**config.mk**
```make
export PLATFORM = sky130hd
export DESIGN_NAME = reduce_switch_seq
export DESIGN_NICKNAME = d
export VERILOG_FILES = /design/src/rtl/noc_switch_pkg.sv /design/src/rtl/reduce_out_fifo2.sv /design/src/rtl/reduce_switch_seq.sv
export SDC_FILE = /design/constraint.sdc
export NUM_CORES = 1
export LEC_CHECK = 0
export CAP_MARGIN = 20
export CORE_MARGIN = 2
export CORE_UTILIZATION = 57
export CTS_BUF_LIST = sky130_fd_sc_hd__clkbuf_4 sky130_fd_sc_hd__clkbuf_8 sky130_fd_sc_hd__clkbuf_16
export CTS_CLUSTER_SIZE = 28
export DETAILED_ROUTE_END_ITERATION = 6
export GPL_TIMING_DRIVEN = 1
export HOLD_SLACK_MARGIN = 0.12
export PLACE_DENSITY_LB_ADDON = 0.3
export SYNTH_ARGS = -nofsm -noshare
export SYNTH_HDL_FRONTEND = slang
export SYNTH_SLANG_ARGS = --single-unit
export TNS_END_PERCENT = 100
```
**constraint.sdc**
```tcl
create_clock -name clk -period 5.8 [get_ports clk]
set_input_delay 0.87 -clock clk [delete_from_list [all_inputs] [get_ports clk]]
set_output_delay 0.87 -clock clk [all_outputs]
set_load 0.02 [all_outputs]
```
**src/rtl/noc_switch_pkg.sv**
```systemverilog
// Shared constants for the NoC distribute/reduce switch family.
package noc_switch_pkg;

    // Switch command encodings
    localparam logic [1:0] CMD_COLLECT     = 2'b00;
    localparam logic [1:0] CMD_BRANCH_LOW  = 2'b01;
    localparam logic [1:0] CMD_BRANCH_HIGH = 2'b10;
    localparam logic [1:0] CMD_REDUCE      = 2'b11;

    // Lane indices within the 2-bit valid/ready vectors
    localparam int LANE_LOW  = 0;
    localparam int LANE_HIGH = 1;

    // All-zero word driven when no real data is present
    localparam logic [63:0] DUMMY_DATA = 64'h0;

endpackage : noc_switch_pkg

```
**src/rtl/reduce_out_fifo2.sv**
```systemverilog
// Two-entry register queue feeding the switch output. Slot 0 is always the
// head; vacated slots are cleared so the output word is zero when empty.
module reduce_out_fifo2
    import noc_switch_pkg::*;
#(
    parameter int DATA_WIDTH = 32
) (
    input  logic                  clk,
    input  logic                  rst_n,
    input  logic                  push,
    input  logic [DATA_WIDTH-1:0] push_data,
    input  logic                  pop,
    output logic [1:0]            count,
    output logic                  out_valid,
    output logic [DATA_WIDTH-1:0] out_data
);

    localparam logic [DATA_WIDTH-1:0] DUMMY_WORD = DATA_WIDTH'(DUMMY_DATA);

    logic [DATA_WIDTH-1:0] slot0_r;
    logic [DATA_WIDTH-1:0] slot1_r;
    logic [1:0]            count_r;
    logic [DATA_WIDTH-1:0] slot0_s;
    logic [DATA_WIDTH-1:0] slot1_s;
    logic [1:0]            count_s;
    logic                  pop_ok_s;
    logic                  push_ok_s;

    // Qualify requests: never pop empty, never push into a full queue that is not draining
    always_comb begin
        pop_ok_s  = pop && (count_r != 2'd0);
        push_ok_s = push && ((count_r != 2'd2) || pop_ok_s);
    end

    // Next-state of the slots and occupancy for every push/pop combination
    always_comb begin
        slot0_s = slot0_r;
        slot1_s = slot1_r;
        count_s = count_r;
        case (count_r)
            2'd0: begin
                if (push_ok_s) begin
                    slot0_s = push_data;
                    count_s = 2'd1;
                end else begin
                    count_s = 2'd0;
                end
            end
            2'd1: begin
                case ({push_ok_s, pop_ok_s})
                    2'b10: begin
                        slot1_s = push_data;
                        count_s = 2'd2;
                    end
                    2'b01: begin
                        slot0_s = DUMMY_WORD;
                        count_s = 2'd0;
                    end
                    2'b11: begin
                        slot0_s = push_data;
                        count_s = 2'd1;
                    end
                    default: begin
                        count_s = 2'd1;
                    end
                endcase
            end
            2'd2: begin
                case ({push_ok_s, pop_ok_s})
                    2'b01: begin
                        slot0_s = slot1_r;
                        slot1_s = DUMMY_WORD;
                        count_s = 2'd1;
                    end
                    2'b11: begin
                        slot0_s = slot1_r;
                        slot1_s = push_data;
                        count_s = 2'd2;
                    end
                    default: begin
                        count_s = 2'd2;
                    end
                endcase
            end
            default: begin
                // Unreachable occupancy: flush back to empty
                slot0_s = DUMMY_WORD;
                slot1_s = DUMMY_WORD;
                count_s = 2'd0;
            end
        endcase
    end

    // Queue storage and occupancy registers
    always_ff @(posedge clk or negedge rst_n) begin
        if (!rst_n) begin
            slot0_r <= DUMMY_WORD;
            slot1_r <= DUMMY_WORD;
            count_r <= 2'd0;
        end else begin
            slot0_r <= slot0_s;
            slot1_r <= slot1_s;
            count_r <= count_s;
        end
    end

    assign count     = count_r;
    assign out_valid = (count_r != 2'd0);
    assign out_data  = slot0_r;

endmodule : reduce_out_fifo2

```
**src/rtl/reduce_switch_seq.sv**
```systemverilog
// Two-to-one collect/reduce switch: forwards one lane, round-robins between
// lanes, or adds them, and buffers the result in a 2-entry output queue.
module reduce_switch_seq
    import noc_switch_pkg::*;
#(
    parameter int DATA_WIDTH = 32
) (
    input  logic                    clk,
    input  logic                    rst_n,
    input  logic [1:0]              i_valid,
    input  logic [2*DATA_WIDTH-1:0] i_data_bus,
    output logic [1:0]              o_ready,
    input  logic                    i_en,
    input  logic [1:0]              i_cmd,
    output logic                    o_valid,
    output logic [DATA_WIDTH-1:0]   o_data_bus,
    input  logic                    i_ready
);

    localparam logic [DATA_WIDTH-1:0] DUMMY_WORD = DATA_WIDTH'(DUMMY_DATA);

    logic [DATA_WIDTH-1:0] lane_low_s;
    logic [DATA_WIDTH-1:0] lane_high_s;
    logic [DATA_WIDTH-1:0] sum_s;
    logic [1:0]            count_s;
    logic                  fifo_valid_s;
    logic [DATA_WIDTH-1:0] fifo_data_s;
    logic                  pop_s;
    logic                  can_push_s;
    logic [1:0]            ready_s;
    logic                  push_s;
    logic [DATA_WIDTH-1:0] push_data_s;
    logic                  grant_high_s;
    logic                  collect_push_s;
    logic                  rr_ptr_r;

    assign lane_low_s  = i_data_bus[DATA_WIDTH-1:0];
    assign lane_high_s = i_data_bus[2*DATA_WIDTH-1:DATA_WIDTH];
    // Partial sums wrap; the carry out is intentionally discarded
    assign sum_s       = lane_low_s + lane_high_s;

    // Queue space is available if not full, or if the head leaves this cycle
    always_comb begin
        pop_s      = fifo_valid_s && i_ready;
        can_push_s = i_en && ((count_s != 2'd2) || pop_s);
    end

    // Collect-mode arbitration: a lone valid lane wins, a tie goes to rr_ptr
    always_comb begin
        if (i_valid[LANE_HIGH] && i_valid[LANE_LOW]) begin
            grant_high_s = rr_ptr_r;
        end else if (i_valid[LANE_HIGH]) begin
            grant_high_s = 1'b1;
        end else begin
            grant_high_s = 1'b0;
        end
    end

    // Command decode: per-lane accept, push strobe and pushed word
    always_comb begin
        ready_s        = 2'b00;
        push_s         = 1'b0;
        push_data_s    = DUMMY_WORD;
        collect_push_s = 1'b0;
        case (i_cmd)
            CMD_BRANCH_LOW: begin
                ready_s     = {1'b0, can_push_s};
                push_s      = can_push_s && i_valid[LANE_LOW];
                push_data_s = lane_low_s;
            end
            CMD_BRANCH_HIGH: begin
                ready_s     = {can_push_s, 1'b0};
                push_s      = can_push_s && i_valid[LANE_HIGH];
                push_data_s = lane_high_s;
            end
            CMD_REDUCE: begin
                // Both operands must be present; a lone lane is held off
                ready_s     = {2{can_push_s && i_valid[LANE_HIGH] && i_valid[LANE_LOW]}};
                push_s      = ready_s[LANE_LOW];
                push_data_s = sum_s;
            end
            CMD_COLLECT: begin
                if (can_push_s && (i_valid != 2'b00)) begin
                    ready_s        = grant_high_s ? 2'b10 : 2'b01;
                    push_s         = 1'b1;
                    collect_push_s = 1'b1;
                    push_data_s    = grant_high_s ? lane_high_s : lane_low_s;
                end else begin
                    ready_s = 2'b00;
                end
            end
            default: begin
                ready_s = 2'b00;
            end
        endcase
    end

    // Round-robin pointer: after a collect push, prefer the lane that lost
    always_ff @(posedge clk or negedge rst_n) begin
        if (!rst_n) begin
            rr_ptr_r <= 1'b0;
        end else if (collect_push_s) begin
            rr_ptr_r <= ~grant_high_s;
        end else begin
            rr_ptr_r <= rr_ptr_r;
        end
    end

    reduce_out_fifo2 #(
        .DATA_WIDTH (DATA_WIDTH)
    ) u_out_fifo (
        .clk        (clk),
        .rst_n      (rst_n),
        .push       (push_s),
        .push_data  (push_data_s),
        .pop        (pop_s),
        .count      (count_s),
        .out_valid  (fifo_valid_s),
        .out_data   (fifo_data_s)
    );

    // Accept is held off while reset is asserted so no lane sees a handshake
    assign o_ready    = rst_n ? ready_s : 2'b00;
    assign o_valid    = fifo_valid_s;
    assign o_data_bus = fifo_data_s;

endmodule : reduce_switch_seq
```
**After elaboration in Yosys (flattened, before gate mapping)**

Index checks and enable logic that the tools add are counted.

- Eq/ne operators: 14
- Reductions and logical operators: 18
- Mux-type cells: 22
- Add/sub/neg operators: 1
- Bitwise gates (word level): 2

Operator list:

| operator | number |
|---|---|
| $pmux 32 s3 | 2 |
| $mux 32 | 5 |
| $pmux 32 s4 | 1 |
| $pmux 32 s2 | 1 |
| $add 32x32->32 | 1 |
| $eq 2x2->1 const B | 5 |
| $logic_and 1x1->1 | 9 |
| $mux 2 | 4 |
| $pmux 2 s4 | 1 |
| $eq 2x1->1 const B | 3 |
| $pmux 2 s3 | 1 |
| $reduce_and 3->1 | 2 |
| $mux 1 | 5 |
| $logic_not 2->1 | 2 |
| $ne 2x1->1 const B | 2 |
| $ne 2x2->1 const B | 2 |
| $pmux 1 s4 | 1 |
| $pmux 2 s2 | 1 |
| $reduce_bool 2->1 | 2 |
| $ne 3x1->1 const B | 1 |
| $ne 3x2->1 const B | 1 |
| $logic_or 1x1->1 | 2 |
| $not 1->1 | 2 |
| $reduce_or 2->1 | 1 |

- Flip-flop bits (word level): 67
- Input port bits: 72
- Output and inout bits: 35

**Longest topological paths before layout**

- Word-level depth: 12
- Depth in mapped cells: 15

**Modules after synthesis**

From an unflattened synthesis, not the netlist that was laid out.

- Cell total of the unflattened synthesis: 629
- Area total of the unflattened synthesis: 5599.1 um2

By module, submodules not included:

| module | area each (um2) | times used | cells an instance |
|---|---|---|---|
| reduce_out_fifo2 | 3338.2 | 1 | 291 |
| reduce_switch_seq | 2260.9 | 1 | 338 |

**Worst setup path after synthesis**

No wires, ideal clock.

- Path kind: input port to flip-flop
- Start: input i_data_bus[0]
- End: register u_out_fifo.slot0_r[22] (netlist: u_out_fifo.out_data[22])
- Path buffers: 0
- Stages: 11
- Library setup time: 0.136 ns
- Path slack: 2.742 ns
- Data required time: 5.664 ns
- Arrival time: 2.921 ns
- Path through: ha_1 inv_1 fa_1 nor2b_1 o211ai_1 a211oi_4 o311ai_4 o211ai_1 xnor2_1 a222oi_1 o21ai_0

- Cells in the longest elaborated chain, start to end: 4
- Elaborated cells on any way between the ends: 5

Ends and longest elaborated chain:

| what | line | source |
|---|---|---|
| from (decl) | reduce_switch_seq.sv:11 | `input logic [2*DATA_WIDTH-1:0] i_data_bus,` |
| $add 32x32->32 (*) | reduce_switch_seq.sv:40 | `assign sum_s = lane_low_s + lane_high_s;` |
| $pmux 32 s4 (*) | reduce_switch_seq.sv:65 | `case (i_cmd)` |
| $pmux 32 s2 / $mux 32 (equally long branches) | reduce_out_fifo2.sv:50, reduce_out_fifo2.sv:42 |  |
| $pmux 32 s3 (*) | reduce_out_fifo2.sv:40 | `case (count_r)` |
| to (signal assigned) | reduce_out_fifo2.sv:101 | `slot0_r <= slot0_s;` |
| to (decl) | reduce_out_fifo2.sv:20 | `logic [DATA_WIDTH-1:0] slot0_r;` |

Every way passes the cells marked *; elsewhere a longest branch is shown, timed or not. The select of a mux whose other input is x is not followed.
A chain may end at the register's enable or synchronous reset.

**Worst setup path in the final report**

- Start: input i_cmd[0]
- End: register u_out_fifo.slot0_r[30] (netlist: u_out_fifo.out_data[30])

- Cells in the longest elaborated chain, start to end: 7
- Elaborated cells on any way between the ends: 17

Ends and longest elaborated chain:

| what | line | source |
|---|---|---|
| from (decl) | reduce_switch_seq.sv:14 | `input logic [1:0] i_cmd,` |
| $eq 2x2->1, or another cell as far along | reduce_switch_seq.sv:65 |  |
| $pmux 1 s4 | reduce_switch_seq.sv:65 |  |
| $logic_and 1x1->1 | reduce_out_fifo2.sv:32 | `push_ok_s = push && ((count_r != 2'd2) \|\| pop_ok_s);` |
| $eq 2x2->1 / $eq 2x1->1 (equally long branches) | reduce_out_fifo2.sv:50, reduce_out_fifo2.sv:69 |  |
| $reduce_or 2->1 (no line) | - |  |
| $ne 2x2->1 (no line) | - |  |
| $reduce_and 3->1 (no line) | - |  |

Several ways; a longest one is shown, not always the timed one. The select of a mux whose other input is x is not followed.

==> summary.txt <==
Run status
  • Status: complete, but fails checks
  • Violated checks: DRC

Cells and area
  • Nets: between 800 and 900
  • Layout Area Growth over Synthesis: 24.72%
  • Final Non-Filler Cells: 864
  • # diodes: 0
  • Fraction of layout instances using a drive strength above 1: 0.04898
  • Fin util: 0.7296
  • Design Area, Final: roughly 6700 µm²

STA
  • RSZ-0062 raised after global routing: false
  • Setup WS post-layout: 1.489 ns
  • Clock period minus worst slack: between 4 and 5 ns
  • Slew Limit Fails: 0
  • Worst slew pin tran: 1.148 ns
  • Fin crit share: 0.7433
  • TNS Setup: 0 ns
  • Highest Clock Rate: 232.0 MHz
  • Setup violators final: 0
  • Slew Limit Headroom: 0.2333
  • Min Hold Slack: about 0.48 ns
  • Clock Skews: roughly 0.013 ns
  • Final Hold Viols: 0

Floorplanning
  • # IOs: 107
  • Die height: just over 100 µm
  • Initial Util: 0.5850
  • Die width: 101.4 µm
  • Placeable Area: 9240 µm²
  • Die ar.: a little over 10000 µm²
  • Row cnt: 35

Detailed routing
  • # DRC: 1
  • DRT iter0 DRCs: 530
  • First drt pass iteration count: 7
  • Vias per inst: ~6.7
  • Post-DRT Antenna Nets: 0
  • Average wire per standard cell: between 15 and 20 µm
  • Routed WL: 16800 µm
  • Vias after detailed routing: between 5000 and 6000

Worst setup path
  • Kind of start point of the critical path: primary input
  • Reg2reg start: u_out_fifo.count[0]
  • Worst Path Max Fanout: 36
  • CP required: between 5 and 6 ns
  • Crit. Startpoint: i_cmd[0]
  • CP endpoint kind: flop
  • Cell depth of the worst flop-to-flop path: 14
  • Crit path DAT: ~4.5 ns
  • CP Class: in2reg

Place
  • Buffers on Ports: approximately 110
  • Final GP Congestion: slightly below 1
  • Hpwl dp: ~12000 µm
  • Pre-CTS WS: 1.228 ns
  • Inst Count DP: 848
  • Dpl cell area: around 6500 µm²

CTS
  • Post-CTS Setup Repair Bufs: 0
  • Worst-Skew Late Latency: approximately 0.35 ns
  • CTS tree: yes
  • Root Buffer: clkbuf_8
  • # hold bufs at CTS: 0
  • Reg clk slew, reported paths: approximately 0.080 ns
  • Clock sink count: 67
  • CTS HTree Levels: 3
  • Max clock buf depth: 2
  • Post-cts sizing count: 0
  • CTS Buf Count: 9

Synthesis
  • Post-synth top flop: dfrtp_1
  • Seq/Total Area, Yosys: 0.3102
  • Post-synth EDFFs: 0
  • #FFs+latches synth: 67
  • Syn avg cell area: between 8 and 9 µm²
  • Yosys warning count: 0
  • Distinct cells, synth: between 50 and 60
  • Synthesized Nets: roughly 760
  • Asr flop ratio synth: 1.000
  • Mapped Area: 5405 µm²
  • Syn Inst Count: 649

Global route
  • All-Layer GR Usage: 0.3334
  • Antenna violations before repair: 0
  • Vias in the first global route: 5593
  • Largest net degree at the start of global routing: 68
  • Total grt overflow: 0
  • First-pass GRT wire length: around 27000 µm

Worst hold path
  • HP Class: reg2reg
  • Hold Path Depth: 2
  • Hold Path Origin: u_out_fifo.slot1_r[20]

Pwr
  • Final total power: between 2 and 3 mW
  • Power density cells: 409.8 nW/µm²
  • P_leak: ~3 nW
  • Peak supply drop: approximately 0.31 mV

Flow run
  • Max-cap violations: 0
[path summary, 6_finish.rpt]
path,end,slack (ns)
setup / recovery,u_out_fifo.out_data[30],1.49
hold / removal,u_out_fifo.slot1_r[20],0.48
setup reg to reg,u_out_fifo.out_data[30],1.85
hold reg to reg,u_out_fifo.slot1_r[20],0.48
max in group asynchronous,u_out_fifo.out_data[10],4.49
min in group asynchronous,rr_ptr_r,0.72
[routing by layer]
metal / vias to the layer above / global-route usage / wire, µm
met5: - / 0 / 0
met3: 32 / 0.04831 / 1571
met4: 0 / 0.1310 / 326
li1: 2622 / - / -
met1: 2801 / 0.4491 / 6814
met2: 327 / 0.5436 / 8087
[worst max-delay path, cell delays in order]
cell and delay, ns:
clkdlybuf4s50_1 0.66, nor2b_1 0.27, a21oi_1 0.08, nor2_1 0.31, inv_1 0.09, ha_1 0.23
or3_1 0.36, o21ai_2 0.07, buf_4 0.39, or3_1 0.79, o22a_1 0.27, o31ai_1 0.07
[logic make-up after synthesis]
logic type,synth area share
adders and majority gates,0.09398
DFF,0.3102
buffers and inverters,0.04606
muxes,0.003704
xor gates and xnor gates,0.03403
and+or+nand+nor,0.1595
AOI/OAI and AO/OA,0.3525
[power breakdown]
group / switching, mW / leakage, nW / internal, mW / total (mW)
Clock: 0.192 / 0.116 / 0.270 / 0.462
Sequential: 0.114 / 0.880 / 0.657 / 0.771
Combinational: 0.933 / 1.96 / 0.597 / 1.53
Total: 1.24 / 2.96 / 1.52 / 2.76
[sequential cells by signal, summed over array words and instances (netlist names)]
| signal | cells |
|---|---|
| rr_ptr_r | 1 |
| u_out_fifo.slot1_r | 32 |
| u_out_fifo.count | 2 |
| u_out_fifo.out_data | 32 |
[placed cells by master (no fill, tap or decap), types with 10 or more instances in the layout]
master	count
clkdlybuf4s50_1	105
and3_1	12
ha_1	39
xnor2_1	15
a222oi_1	21
nor2b_1	10
a21o_1	29
nor3_1	13
o21ai_0	52
nor2_1	40
o22ai_1	15
a22o_1	19
dfrtp_1	67
inv_1	19
a21oi_1	65
clkbuf_8	11
nand2_1	69
[synthesized netlist by cell type (all sizes together), types with 7 or more instances]
master	n	area, µm²
a21o	29	217.7
a21oi	65	325.3
a221oi	7	67.56
a222oi	21	210.2
a22o	19	166.4
a22oi	7	52.55
a31oi	7	43.79
and3	12	75.07
buf	8	45.04
clkbuf	35	132.6
dfrtp	67	1677
ha	39	488.0
inv	19	71.32
nand2	69	259.0
nand2b	7	43.79
nor2	42	157.7
nor2b	10	62.56
nor3	13	65.06
o211ai	8	60.06
o21ai	54	270.3
o22ai	15	93.84
o31ai	8	60.06
xnor2	15	131.4
[area by class of cell]
| type | count | area, µm² |
|---|---|---|
| fillers | 727 | 2499 |
| clock inverters | 4 | 72.57 |
| clock buffers | 12 | 158.9 |
| well taps | 129 | 161.4 |
| multi-input cells | 520 | 3492 |
| repair buffers | 113 | 1109 |
| inverters | 19 | 71.32 |
| flip-flops and latches | 67 | 1677 |
Power figures use the tool's default switching activity.
